[src/rtl/uart_pkg.sv]
// Shared types and helpers for the oversampling UART receiver.
package uart_pkg;

  typedef enum logic [2:0] {
    S_IDLE,
    S_START,
    S_DATA,
    S_PARITY,
    S_STOP,
    S_BRK_WAIT
  } rx_state_e;

  // Each FIFO entry carries {frame_err, parity_err, data}.
  localparam int FLAG_BITS = 2;

  function automatic int calc_div(input int clk_mhz, input int baud, input int ovs);
    return (clk_mhz * 1000000) / (baud * ovs);
  endfunction

  function automatic int entry_width(input int data_bits);
    return data_bits + FLAG_BITS;
  endfunction

endpackage

[src/rtl/uart_rx_fifo.sv]
// First-word-fall-through FIFO: head entry is visible on pop_data whenever not empty.
module uart_rx_fifo #(
  parameter int WIDTH = 10,
  parameter int DEPTH = 16
) (
  input  logic                     clk,
  input  logic                     rst_n,
  input  logic                     push,
  input  logic [WIDTH-1:0]         push_data,
  input  logic                     pop,
  output logic [WIDTH-1:0]         pop_data,
  output logic [$clog2(DEPTH):0]   count,
  output logic                     full,
  output logic                     empty
);
  localparam int AW = $clog2(DEPTH);

  logic [WIDTH-1:0] mem [DEPTH];
  logic [AW-1:0]    wr_ptr;
  logic [AW-1:0]    rd_ptr;
  logic             do_push;
  logic             do_pop;

  assign full     = (count == (AW+1)'(DEPTH));
  assign empty    = (count == '0);
  assign do_pop   = pop && !empty;
  // A pop in the same cycle frees a slot, so a full FIFO still accepts the push.
  assign do_push  = push && (!full || do_pop);
  assign pop_data = empty ? '0 : mem[rd_ptr];

  always_ff @(posedge clk) begin
    if (do_push) mem[wr_ptr] <= push_data;
  end

  always_ff @(posedge clk or negedge rst_n) begin
    if (!rst_n) begin
      wr_ptr <= '0;
      rd_ptr <= '0;
      count  <= '0;
    end else begin
      if (do_push) wr_ptr <= wr_ptr + AW'(1);
      if (do_pop)  rd_ptr <= rd_ptr + AW'(1);
      case ({do_push, do_pop})
        2'b10:   count <= count + (AW+1)'(1);
        2'b01:   count <= count - (AW+1)'(1);
        default: count <= count;
      endcase
    end
  end

endmodule

[src/rtl/uart_rx_ovs.sv]
// Oversampling UART receiver with majority-voted bit sampling, configurable framing,
// break detection and a FWFT receive FIFO.
module uart_rx_ovs
  import uart_pkg::*;
#(
  parameter int CLK_FRE    = 50,
  parameter int BAUD_RATE  = 115200,
  parameter int OVERSAMPLE = 16,
  parameter int DATA_BITS  = 8,
  parameter int PARITY_EN  = 0,
  parameter int PARITY_ODD = 0,
  parameter int STOP_BITS  = 1,
  parameter int FIFO_DEPTH = 16
) (
  input  logic                          clk,
  input  logic                          rst_n,
  input  logic                          rx_pin,
  output logic [DATA_BITS-1:0]          rx_data,
  output logic                          rx_frame_err,
  output logic                          rx_parity_err,
  output logic                          rx_valid,
  input  logic                          rx_ready,
  output logic [$clog2(FIFO_DEPTH):0]   fifo_count,
  output logic                          overflow,
  output logic                          break_det
);
  localparam int DIV = calc_div(CLK_FRE, BAUD_RATE, OVERSAMPLE);
  localparam int DW  = (DIV > 1) ? $clog2(DIV) : 1;
  localparam int TW  = $clog2(OVERSAMPLE);
  localparam int EW  = entry_width(DATA_BITS);

  localparam logic [DW-1:0] DIV_LAST  = DW'(DIV - 1);
  localparam logic [TW-1:0] T_S0      = TW'(OVERSAMPLE/2 - 1);
  localparam logic [TW-1:0] T_S1      = TW'(OVERSAMPLE/2);
  localparam logic [TW-1:0] T_VOTE    = TW'(OVERSAMPLE/2 + 1);
  localparam logic [TW-1:0] T_LAST    = TW'(OVERSAMPLE - 1);
  localparam logic [3:0]    LAST_BIT  = 4'(DATA_BITS - 1);
  localparam logic          STOP_LAST = 1'(STOP_BITS - 1);

  rx_state_e state, state_next;

  logic                 sync1, rxs, rxs_d;
  logic [DW-1:0]        div_cnt;
  logic [TW-1:0]        tcnt;
  logic                 s0, s1;
  logic [3:0]           bit_idx;
  logic                 stop_idx;
  logic [DATA_BITS-1:0] shreg;
  logic                 par_bit, par_err, frm_err;
  logic                 push_q, brk_q;
  logic [EW-1:0]        push_data, head;
  logic                 fifo_full, fifo_empty;
  logic                 tick, vote, vote_tick, bit_end, start_det, brk_hit, stop_done;

  always_ff @(posedge clk or negedge rst_n) begin
    if (!rst_n) begin
      sync1 <= 1'b1;
      rxs   <= 1'b1;
      rxs_d <= 1'b1;
    end else begin
      sync1 <= rx_pin;
      rxs   <= sync1;
      rxs_d <= rxs;
    end
  end

  assign start_det = (state == S_IDLE) && rxs_d && !rxs;
  assign tick      = (state != S_IDLE) && (div_cnt == DIV_LAST);
  assign vote      = (s0 & s1) | (s0 & rxs) | (s1 & rxs);
  assign vote_tick = tick && (tcnt == T_VOTE);
  assign bit_end   = tick && (tcnt == T_LAST);
  // Break: every data/parity bit and the first stop sample read low.
  assign brk_hit   = (state == S_STOP) && vote_tick && (stop_idx == 1'b0) &&
                     (shreg == '0) && !par_bit && !vote;
  assign stop_done = (state == S_STOP) && vote_tick && (stop_idx == STOP_LAST) && !brk_hit;

  always_ff @(posedge clk or negedge rst_n) begin
    if (!rst_n) state <= S_IDLE;
    else        state <= state_next;
  end

  always_comb begin
    state_next = state;
    unique case (state)
      S_IDLE:     if (start_det) state_next = S_START;
      S_START: begin
        if (vote_tick && vote) state_next = S_IDLE;
        else if (bit_end)      state_next = S_DATA;
      end
      S_DATA:     if (bit_end && (bit_idx == LAST_BIT))
                    state_next = (PARITY_EN != 0) ? S_PARITY : S_STOP;
      S_PARITY:   if (bit_end) state_next = S_STOP;
      S_STOP: begin
        if (brk_hit)        state_next = S_BRK_WAIT;
        else if (stop_done) state_next = S_IDLE;
      end
      S_BRK_WAIT: if (rxs) state_next = S_IDLE;
      default:    state_next = S_IDLE;
    endcase
  end

  always_ff @(posedge clk or negedge rst_n) begin
    if (!rst_n) begin
      div_cnt   <= '0;
      tcnt      <= '0;
      s0        <= 1'b1;
      s1        <= 1'b1;
      bit_idx   <= '0;
      stop_idx  <= 1'b0;
      shreg     <= '0;
      par_bit   <= 1'b0;
      par_err   <= 1'b0;
      frm_err   <= 1'b0;
      push_q    <= 1'b0;
      push_data <= '0;
      brk_q     <= 1'b0;
    end else begin
      push_q <= stop_done;
      brk_q  <= brk_hit;
      if (stop_done) push_data <= {frm_err | ~vote, par_err, shreg};

      // Bit phase is anchored to the start edge: counters idle at zero.
      if (state == S_IDLE) begin
        div_cnt <= '0;
        tcnt    <= '0;
      end else begin
        div_cnt <= tick ? '0 : div_cnt + DW'(1);
        if (tick) tcnt <= (tcnt == T_LAST) ? '0 : tcnt + TW'(1);
      end

      if (tick && (tcnt == T_S0)) s0 <= rxs;
      if (tick && (tcnt == T_S1)) s1 <= rxs;

      if (start_det) begin
        bit_idx  <= '0;
        stop_idx <= 1'b0;
        shreg    <= '0;
        par_bit  <= 1'b0;
        par_err  <= 1'b0;
        frm_err  <= 1'b0;
      end

      if (state == S_DATA) begin
        if (vote_tick) shreg   <= {vote, shreg[DATA_BITS-1:1]};
        if (bit_end)   bit_idx <= bit_idx + 4'd1;
      end

      if ((state == S_PARITY) && vote_tick) begin
        par_bit <= vote;
        par_err <= ((^shreg) ^ vote) != 1'(PARITY_ODD);
      end

      if (state == S_STOP) begin
        if (vote_tick && !vote) frm_err  <= 1'b1;
        if (bit_end)            stop_idx <= 1'b1;
      end
    end
  end

  // Read side: rx_valid means a head word is present; it is consumed on the
  // cycle rx_valid && rx_ready, and the head stays stable while rx_ready is low.
  uart_rx_fifo #(
    .WIDTH (EW),
    .DEPTH (FIFO_DEPTH)
  ) u_fifo (
    .clk       (clk),
    .rst_n     (rst_n),
    .push      (push_q),
    .push_data (push_data),
    .pop       (rx_ready),
    .pop_data  (head),
    .count     (fifo_count),
    .full      (fifo_full),
    .empty     (fifo_empty)
  );

  assign rx_valid      = !fifo_empty;
  assign rx_data       = head[DATA_BITS-1:0];
  assign rx_parity_err = head[DATA_BITS];
  assign rx_frame_err  = head[DATA_BITS+1];
  assign overflow      = push_q && fifo_full && !(rx_valid && rx_ready);
  assign break_det     = brk_q;

endmodule

[config.mk]
export PLATFORM = sky130hd
export DESIGN_NAME = uart_rx_ovs
export DESIGN_NICKNAME = d
export VERILOG_FILES = /design/src/rtl/uart_pkg.sv /design/src/rtl/uart_rx_fifo.sv /design/src/rtl/uart_rx_ovs.sv
export SDC_FILE = /design/constraint.sdc
export NUM_CORES = 1
export LEC_CHECK = 0
export BUFFER_PORTS_ARGS = -buffer_cell sky130_fd_sc_hd__buf_2
export CORE_MARGIN = 1.5
export CORE_UTILIZATION = 55
export DETAILED_ROUTE_END_ITERATION = 7
export MAX_ROUTING_LAYER = met4
export PLACE_DENSITY = 0.73
export SETUP_SLACK_MARGIN = 0.1
export SLEW_MARGIN = 5
export SYNTH_ARGS = -nofsm -noshare
export SYNTH_HDL_FRONTEND = slang
export SYNTH_HIERARCHICAL = 1
export SYNTH_SLANG_ARGS = --single-unit
[constraint.sdc]
create_clock -name clk -period 7.6 [get_ports clk]
set_input_delay 0.76 -clock clk [delete_from_list [all_inputs] [get_ports clk]]
set_output_delay 0.76 -clock clk [all_outputs]
set_load 0.005 [all_outputs]
### Word level (Yosys, flattened, before mapping)

Memories as Yosys holds them, arrays and structs flattened.
Cells that the tools add are included.

* word-level logic and storage cells: 128
* register bits after elaboration: 58
* bits of input ports: 4
* output and inout port bits: 18
* memories kept: 1
* RAM bits: 160

* equality and inequality tests: 20
* bitwise gates (word level): 9
* add/sub/neg operators: 7
* reduce and logical (&&, ||, !) cells: 38
* muxes and demuxes: 33

Memories
* u_fifo.mem: words 16, width 10, rd ports 1, clocked after Yosys merged registers in 0, wr ports 1, RTL line uart_rx_fifo.sv:18 `logic [WIDTH-1:0] mem [DEPTH];`

Operator list (number)
* 3-bit two-way mux: 8
* 4-bit two-way mux: 6
* 8-bit two-way mux: 3
* 1-bit logical AND: 21
* 3-bit one-hot mux with 6 select lines: 1
* 4-bit by 1-bit adder with 4-bit output, second input constant: 4
* 4-bit == test, second input constant: 3
* 1-bit two-way mux: 11
* 5-bit by 1-bit adder with 5-bit output, second input constant: 2
* 5-bit == test, second input constant: 2
* 10-bit two-way mux: 1
* 5-bit two-way mux: 2
* 5-bit one-hot mux with 2 select lines: 1
* 4-bit by 3-bit == test with 1-bit output, second input constant: 2
* 8-bit logical NOT: 1
* 2-bit inequality test, second input constant: 4
* 8-bit parity: 1
* 1-bit logical NOT: 7
* 3-bit by 2-bit == test with 1-bit output, second input constant: 2
* 3-bit == test, second input constant: 2
* 3-bit inequality test, second input constant: 2
* 6-bit AND reduction: 1
* 2-bit nonzero test: 3
* 5-bit logical NOT: 1
* other kinds (11): 16

### Depth between registers and ports, before layout

Gate-level depths: netlist (run 1).

* depth after elaboration: 13
* gate-level depth with buffers: 10
* depth with buffers taken out: 9

### Modules after synthesis

Netlist (run 1), hierarchy kept.

By module, submodules not included
* uart_rx_fifo: area an instance 7070.5 um^2, seq. area each 5129.9 um^2, cells an instance 352, instances 1
* uart_rx_ovs: area an instance 2269.7 um^2, seq. area each 1132.3 um^2, cells an instance 215, instances 1

### Worst setup path before layout (run 1)

No wires, ideal clock.

* path type: register -> register
* start: register u_fifo.count[1]
* end: register u_fifo.count[4]
* data required time: 7.513 ns
* setup slack: 5.158 ns
* stages on the path, launching flop included: 11
* data arrival time: 2.356 ns
* cells stage by stage: dfrtp_1 -> nor4_4 -> nand2b_1 -> clkbuf_1 -> nand3_1 -> inv_1 -> ha_1 -> nand2b_1 -> a2111o_1 -> o31a_1 -> o211ai_1

* word-level cells in the longest chain between the ends: 7

RTL lines
* start, declared: RTL line uart_rx_fifo.sv:12 `output logic [$clog2(DEPTH):0] count,`
* start signal, assigned: RTL line uart_rx_fifo.sv:44 `2'b10: count <= count + (AW+1)'(1);`
* start signal, assigned: RTL line uart_rx_fifo.sv:45 `2'b01: count <= count - (AW+1)'(1);`
* start signal, assigned: RTL line uart_rx_fifo.sv:46 `default: count <= count;`
* 5-bit logical NOT: RTL line uart_rx_fifo.sv:25 `assign empty = (count == '0);`
* 1-bit logical NOT: RTL line uart_rx_fifo.sv:26 `assign do_pop = pop && !empty;`
* 1-bit logical AND: RTL line uart_rx_fifo.sv:26
* 1-bit logical OR: RTL line uart_rx_fifo.sv:28 `assign do_push = push && (!full || do_pop);`
* 1-bit logical AND: RTL line uart_rx_fifo.sv:28
* 2-bit by 1-bit == test with 1-bit output / 2-bit == test (equally long branches): RTL line uart_rx_fifo.sv:43 `case ({do_push, do_pop})`
* 5-bit one-hot mux with 2 select lines / 2-bit nonzero test (equally long branches)

Parallel ways exist; a longest one is shown, timed or not.
A chain may end at the register's enable or synchronous reset.

### Worst setup path after layout (run 1)

* start: register u_fifo.rd_ptr[1]
* end: output rx_data[2]

* word-level cells in the longest chain between the ends: 2

RTL lines
* start, declared: RTL line uart_rx_fifo.sv:20 `logic [AW-1:0] rd_ptr;`
* start signal, assigned: RTL line uart_rx_fifo.sv:42 `if (do_pop) rd_ptr <= rd_ptr + AW'(1);`
* memory 16 x 10 bit
* 10-bit two-way mux: RTL line uart_rx_fifo.sv:29 `assign pop_data = empty ? '0 : mem[rd_ptr];`
* end, declared: RTL line uart_rx_ovs.sv:18 `output logic [DATA_BITS-1:0] rx_data,`

Every way passes these cells.

==> flow_summary.yaml, run 1 <==
logic_synthesis:
  synth_seq_cells: 218
  syn_area_um2: 9340
  synth_edf_count: 160
  syn-instance-count: 567
  synth_top_flop_cell: "edfxtp_1"
  synth_cell_type_count: 65
  async_reset_ff_share_pct: 26.61
  syn_avg_cell_area_um2: 16.47
  yosys_warnings: 6
  yosysSeqAreaShare_pct: 67.05
  synth_nets: 590
power:
  leakagePower_uw: 0.004214
  p_per_area_nw_per_um2: 295.6
  irDropWorstVdd_mv: 0.2285
placed_design:
  dpl.cell_count: 788
  place_ws_ps: 4324
  port_buffers: 21
  place_congestion: 0.8152
  hpwl_mm: 10.63
finish:
  area_delta_synth_final_pct: 11.56
  layout_commonest_cell: "edfxtp_1"
  nets: 616
  finish.utilization_pct: 62.83
  antenna_cells: 0
  final_cell_mix: "edfxtp_1, dfrtp_1, mux4_2, nand2_1"
  stdcell_count: 830
  drive_gt1_share_pct: 23.77
cts:
  cts_tree: "yes"
  clk_pin_slew_ps: 60
  cts.path.max_buffers: 3
  clk_latency_ps: 500
  post_cts_buffers: 0
  cts.sinks: 218
  cts-root-buf: "clkbuf_16"
  cts_resized: 0
  cts_buffers: 23
  cts_hold_buf: 0
  htree_levels: 1
status:
  status: "finished, final reports clean"
die:
  start_util_pct: 56.32
  die_w_um: 133.3
  core.rowCount: 47
  core_region_area_um2: 16580
  dieArea_um2: 17770
  die_h_um: 133.3
  io_pins: 22
critical_path:
  max_stage_delay_ps: 810
  cp_cell_sequence: "buf_4 -> mux4_2 -> mux2_2 -> o21ai_1 -> a21oi_1 -> buf_2"
  slowest_stage: "dfrtp_2"
  worstPathRequired_ps: 6840
  critical_path.max_fanout: 27
  worstSetupPathType: "flop to output port"
  crit_buf_inv: 2
  start_kind: "flop"
  r2r_slack_ps: 4670
  critPathTopFamily: "multiplexers"
  crit_arrival_ps: 3040
  critPathCaptureType: "output port"
timing:
  slew_violations: 0
  fin_crit_ps: 3803
  period_share_pct: 50.04
  setup_ws_ps: 3797
  worst_pin_slew_ps: 1173
  hold_violations: 0
  skew_ps: 14.54
  setup_viol: 0
  tns_ps: 0
  rsz0062_at_grt: "no"
  max_slew_margin_pct: 21.53
  fmax_mhz: 262.9
global_route:
  grt_max_degree: 59
  gr-total-overflow: 0
  grt_usage_pct: 21.44
  antenna_found_initial: 0
  grt_pass1_vias: 5090
  grt_pass1_wl_mm: 28.32
detailed_routing:
  drcViolationCount: 0
  postRouteAntennaNets: 0
  drt-pass1-iter-count: 4
  routed_via_density: 5.810
  vias: 4822
  wire_per_inst_um: 20.93
  drt-initial-drc-count: 433
  routed_wl_mm: 17.38
hold_path:
  hold_path.class: "flop to flop"
run:
  maxCapViolations: 0
-- final timing paths --
| check | from | end | cells after the start |
|---|---|---|---|
| worst min-delay path | sync1 | rxs | 0 |
| worst max-delay path | u_fifo/rd_ptr[1] | rx_data[2] | 6 |
| worst max register to register | u_fifo/count[1] | u_fifo/count[4] | 9 |
| max in group asynchronous | rst_n | u_fifo/rd_ptr[0] | 2 |
| worst min register to register | sync1 | rxs | 0 |
| min in group asynchronous | rst_n | u_fifo/count[2] | 2 |
-- cell type report --
| cell class | count | area (µm²) |
|---|---|---|
| sequential | 218 | 6265 |
| fill | 1174 | 6163 |
| multi-input combinational | 300 | 2867 |
| clock buffer | 26 | 596.8 |
| tap | 220 | 275.3 |
| clock inverter | 16 | 183.9 |
| timing repair buffer | 26 | 142.6 |
| inverter | 24 | 90.09 |
-- synthesized netlist by cell type (2+ instances only) --
cell | count | area, µm²
o21ai_2 | 2 | 17.52
o21a_1 | 2 | 15.01
nand4_1 | 2 | 12.51
mux2_2 | 13 | 146.4
edfxtp_1 | 160 | 4805
buf_2 | 10 | 50.05
o21ai_1 | 19 | 95.09
nor4_1 | 5 | 31.28
mux4_2 | 38 | 855.8
nor3b_2 | 2 | 25.02
nand3_1 | 13 | 65.06
mux4_1 | 2 | 52.55
inv_1 | 22 | 82.58
o21ai_0 | 6 | 30.03
or3_1 | 2 | 12.51
nand3b_1 | 3 | 22.52
and4b_1 | 2 | 20.02
clkbuf_1 | 5 | 18.77
mux2_1 | 11 | 123.9
nand2b_1 | 6 | 37.54
ha_1 | 18 | 225.2
nor3_4 | 2 | 32.53
nor3_1 | 3 | 15.01
buf_4 | 5 | 37.54
inv_2 | 2 | 7.510
o211ai_1 | 2 | 15.01
dfstp_2 | 5 | 131.4
buf_6 | 3 | 33.78
nor3b_1 | 4 | 30.03
and2_1 | 11 | 68.82
nor2_1 | 19 | 71.32
nand2_1 | 33 | 123.9
nor2b_1 | 2 | 12.51
mux2i_1 | 12 | 120.1
a21oi_1 | 23 | 115.1
xor2_1 | 4 | 35.03
xnor2_1 | 14 | 122.6
dfrtp_1 | 53 | 1326
-- routing by layer --
layer  wire [µm]  part of all wire [%]  global-route usage, %  vias up
li1            -                     -                      -     2224
met4         269                   1.5                  4.891        0
met1        7369                    42                  29.65     2433
met3         971                   5.6                  2.854       23
met5           0                     0                      -        -
met2        8764                    50                  34.63      142
-- where the power goes --
group | internal, µW | total (µW) | leakage [µW] | switching (µW)
combinational | 253 | 467 | 0.00121 | 214
clock | 700 | 1140 | 0.000389 | 435
sequential | 1300 | 1480 | 0.00262 | 174
-- registers in the layout, indices dropped and copies added (netlist names), 3 cells and up --
name           cells
bit_idx            4
div_cnt            5
push_data         10
shreg              8
state              3
tcnt               4
u_fifo/count       5
u_fifo/mem       160
u_fifo/rd_ptr      4
u_fifo/wr_ptr      4
-- through the flow --
stage                     total power [µW]  area [µm²]  hold WS [ps]
after floorplan                       1853        9340         345.2
after global placement                1951        9639         346.6
after detailed placement              1974        9639         348.1
after CTS                             3106       10420         342.7
after global routing                  3216       10420         344.2
final                                 3081       10420         356.1
-- logic make-up (layout without fill, tap and decap cells) --
group,after synthesis,in the layout,synth area share (%)
simple gates,121,121,7.622
flops,218,218,67.05
buf+inv,49,92,2.719
fa+ha+maj,20,20,2.746
xor+xnor,18,18,1.688
compound gates,65,65,4.273
mux,76,76,13.90
(Power assumes the default switching activity.)
==> inputs of run 2 (changes only) <==
- PLACE_DENSITY: 0.73 -> 0.76
- clock period: 7.6 -> 3.1 ns (I/O delays scaled with it)
==> flow_summary.yaml, run 2 (same netlist as run 1, synthesis figures left out) <==
detailed_routing:
  wire_per_inst_um: 20.67
  met2WireLength_mm: 8.716
  top_layer_used: "met4"
  postRouteAntennaNets: 0
  drt-pass1-iter-count: 4
  dr_wl_met3_um: 844
  drcViolationCount: 0
  routed_wl_mm: 17.40
  vias: 5010
  drt-met1-wl_mm: 7.650
  drt-initial-drc-count: 455
  routed_via_density: 5.950
die:
  dieArea_um2: 17770
  core_region_area_um2: 16580
  die_w_um: 133.3
  start_util_pct: 56.32
  core.rowCount: 47
  io_pins: 22
  die_h_um: 133.3
critical_path:
  rr_worst_depth: 9
  critPathCaptureType: "output port"
  max_stage_delay_ps: 740
  worstPathRequired_ps: 2790
  crit_start: "u_fifo/rd_ptr[1]"
  critical_path.max_fanout: 27
  slowest_stage: "dfrtp_4"
  worstSetupPathType: "flop to output port"
  rr_startpoint: "u_fifo/count[1]"
  crit_arrival_ps: 2530
  cp_cell_sequence: "mux4_2 -> mux2_2 -> o21ai_1 -> a21oi_1 -> buf_2"
  start_kind: "flop"
timing:
  period_share_pct: 91.56
  setup_ws_ps: 261.5
  max_slew_margin_pct: 44.14
  fin_crit_ps: 2838
  slew_violations: 0
  skew_ps: 28.61
  worst_pin_slew_ps: 837.9
  rsz0062_at_grt: "no"
  fmax_mhz: 352.3
  tns_ps: 0
  setup_viol: 0
  hold_ws_ps: 161.5
  hold_violations: 0
cts:
  htree_levels: 1
  post_cts_buffers: 0
  clk_latency_ps: 520
  cts.path.max_buffers: 3
  cts-root-buf: "clkbuf_16"
  cts_tree: "yes"
  cts_buffers: 22
  clk_pin_slew_ps: 60
  cts.sinks: 218
global_route:
  grt_usage_pct: 21.16
  gr-total-overflow: 0
  grt_max_degree: 29
  grt_pass1_wl_mm: 28.17
  antenna_found_initial: 0
  grt_pass1_vias: 5154
finish:
  final_cell_mix: "edfxtp_1, dfrtp_1, mux4_2, nand2_1, a21oi_1"
  top_regs: "u_fifo/mem: 160 flops, push_data: 10 flops, shreg: 8 flops"
  nets: 629
  layout_commonest_cell: "edfxtp_1"
  largest_register_ffs: 160
  drive_gt1_share_pct: 24.44
  largest-register: "u_fifo/mem"
  area_delta_synth_final_pct: 11.94
  stdcell_count: 842
  antenna_cells: 0
  finish.utilization_pct: 63.05
placed_design:
  hpwl_mm: 10.89
  place_ws_ps: 566.8
  dpl.cell_count: 800
  port_buffers: 21
  place_congestion: 0.7909
hold_path:
  min-delay-start: "rx_ready"
  hold_path.class: "input port to flop"
  hold_path_depth: 3
power:
  leakagePower_uw: 0.004241
  irDropWorstVdd_mv: 0.5890
  p_per_area_nw_per_um2: 708.0
run:
  maxCapViolations: 0
status:
  status: "finished, final reports clean"
run 2: cell count changes in the layout (fill, tap and decap cells not counted), moves of 3 or more:
cell and delta:
buf_4 +11, bufinv_16 -3, clkbuf_1 +4, clkbuf_8 +3
clkinv_2 -5
run 2: final cells by class:
| cell class | count | area (µm²) |
|---|---|---|
| tap | 220 | 275.3 |
| inverter | 24 | 90.09 |
| fill | 1177 | 6128 |
| multi-input combinational | 300 | 2849 |
| sequential | 218 | 6267 |
| clock inverter | 8 | 80.08 |
| clock buffer | 32 | 628.1 |
| timing repair buffer | 40 | 265.3 |
run 2: stage by stage:
step	power, µW	cell area (µm²)
floorplan	4543	9340
global placement	4839	9724
detailed placement	4881	9724
CTS	7450	10460
global route	7711	10460
finish	7403	10460
run 2: path summary, 6_finish.rpt:
check                                    to  slack [ps]
max                              rx_data[5]         260
min                        u_fifo/rd_ptr[2]         160
max reg2reg                 u_fifo/count[4]         710
min reg2reg                             rxs         360
max in group asynchronous        bit_idx[0]        1800
min in group asynchronous   u_fifo/count[3]         350
run 2: worst max-delay path, delay by kind of cell (launching register included):
kind	cells	cell delay, ps
buffers and inverters	1	190
DFF	1	740
AOI/OAI and AO/OA	2	220
muxes	2	870
run 2: what timing repair did:
action,4_1_cts,5_1_grt
resized for setup,1,0
endpoints found under the hold margin,24,0
setup endpoints to repair,7,0
hold buffers,2,0
run 2: power breakdown:
part	total (µW)	leakage, µW	internal (µW)	switching [µW]
logic	1270	0.00128	659	607
registers	3560	0.00262	3200	362
clock network	2570	0.000342	1500	1080
run 2: per-layer routing:
| metal | GRT usage (%) | vias to the layer above |
|---|---|---|
| li1 | - | 2235 |
| met3 | 3.272 | 19 |
| met5 | - | - |
| met2 | 34.08 | 131 |
| met1 | 29.28 | 2625 |
| met4 | 4.167 | 0 |
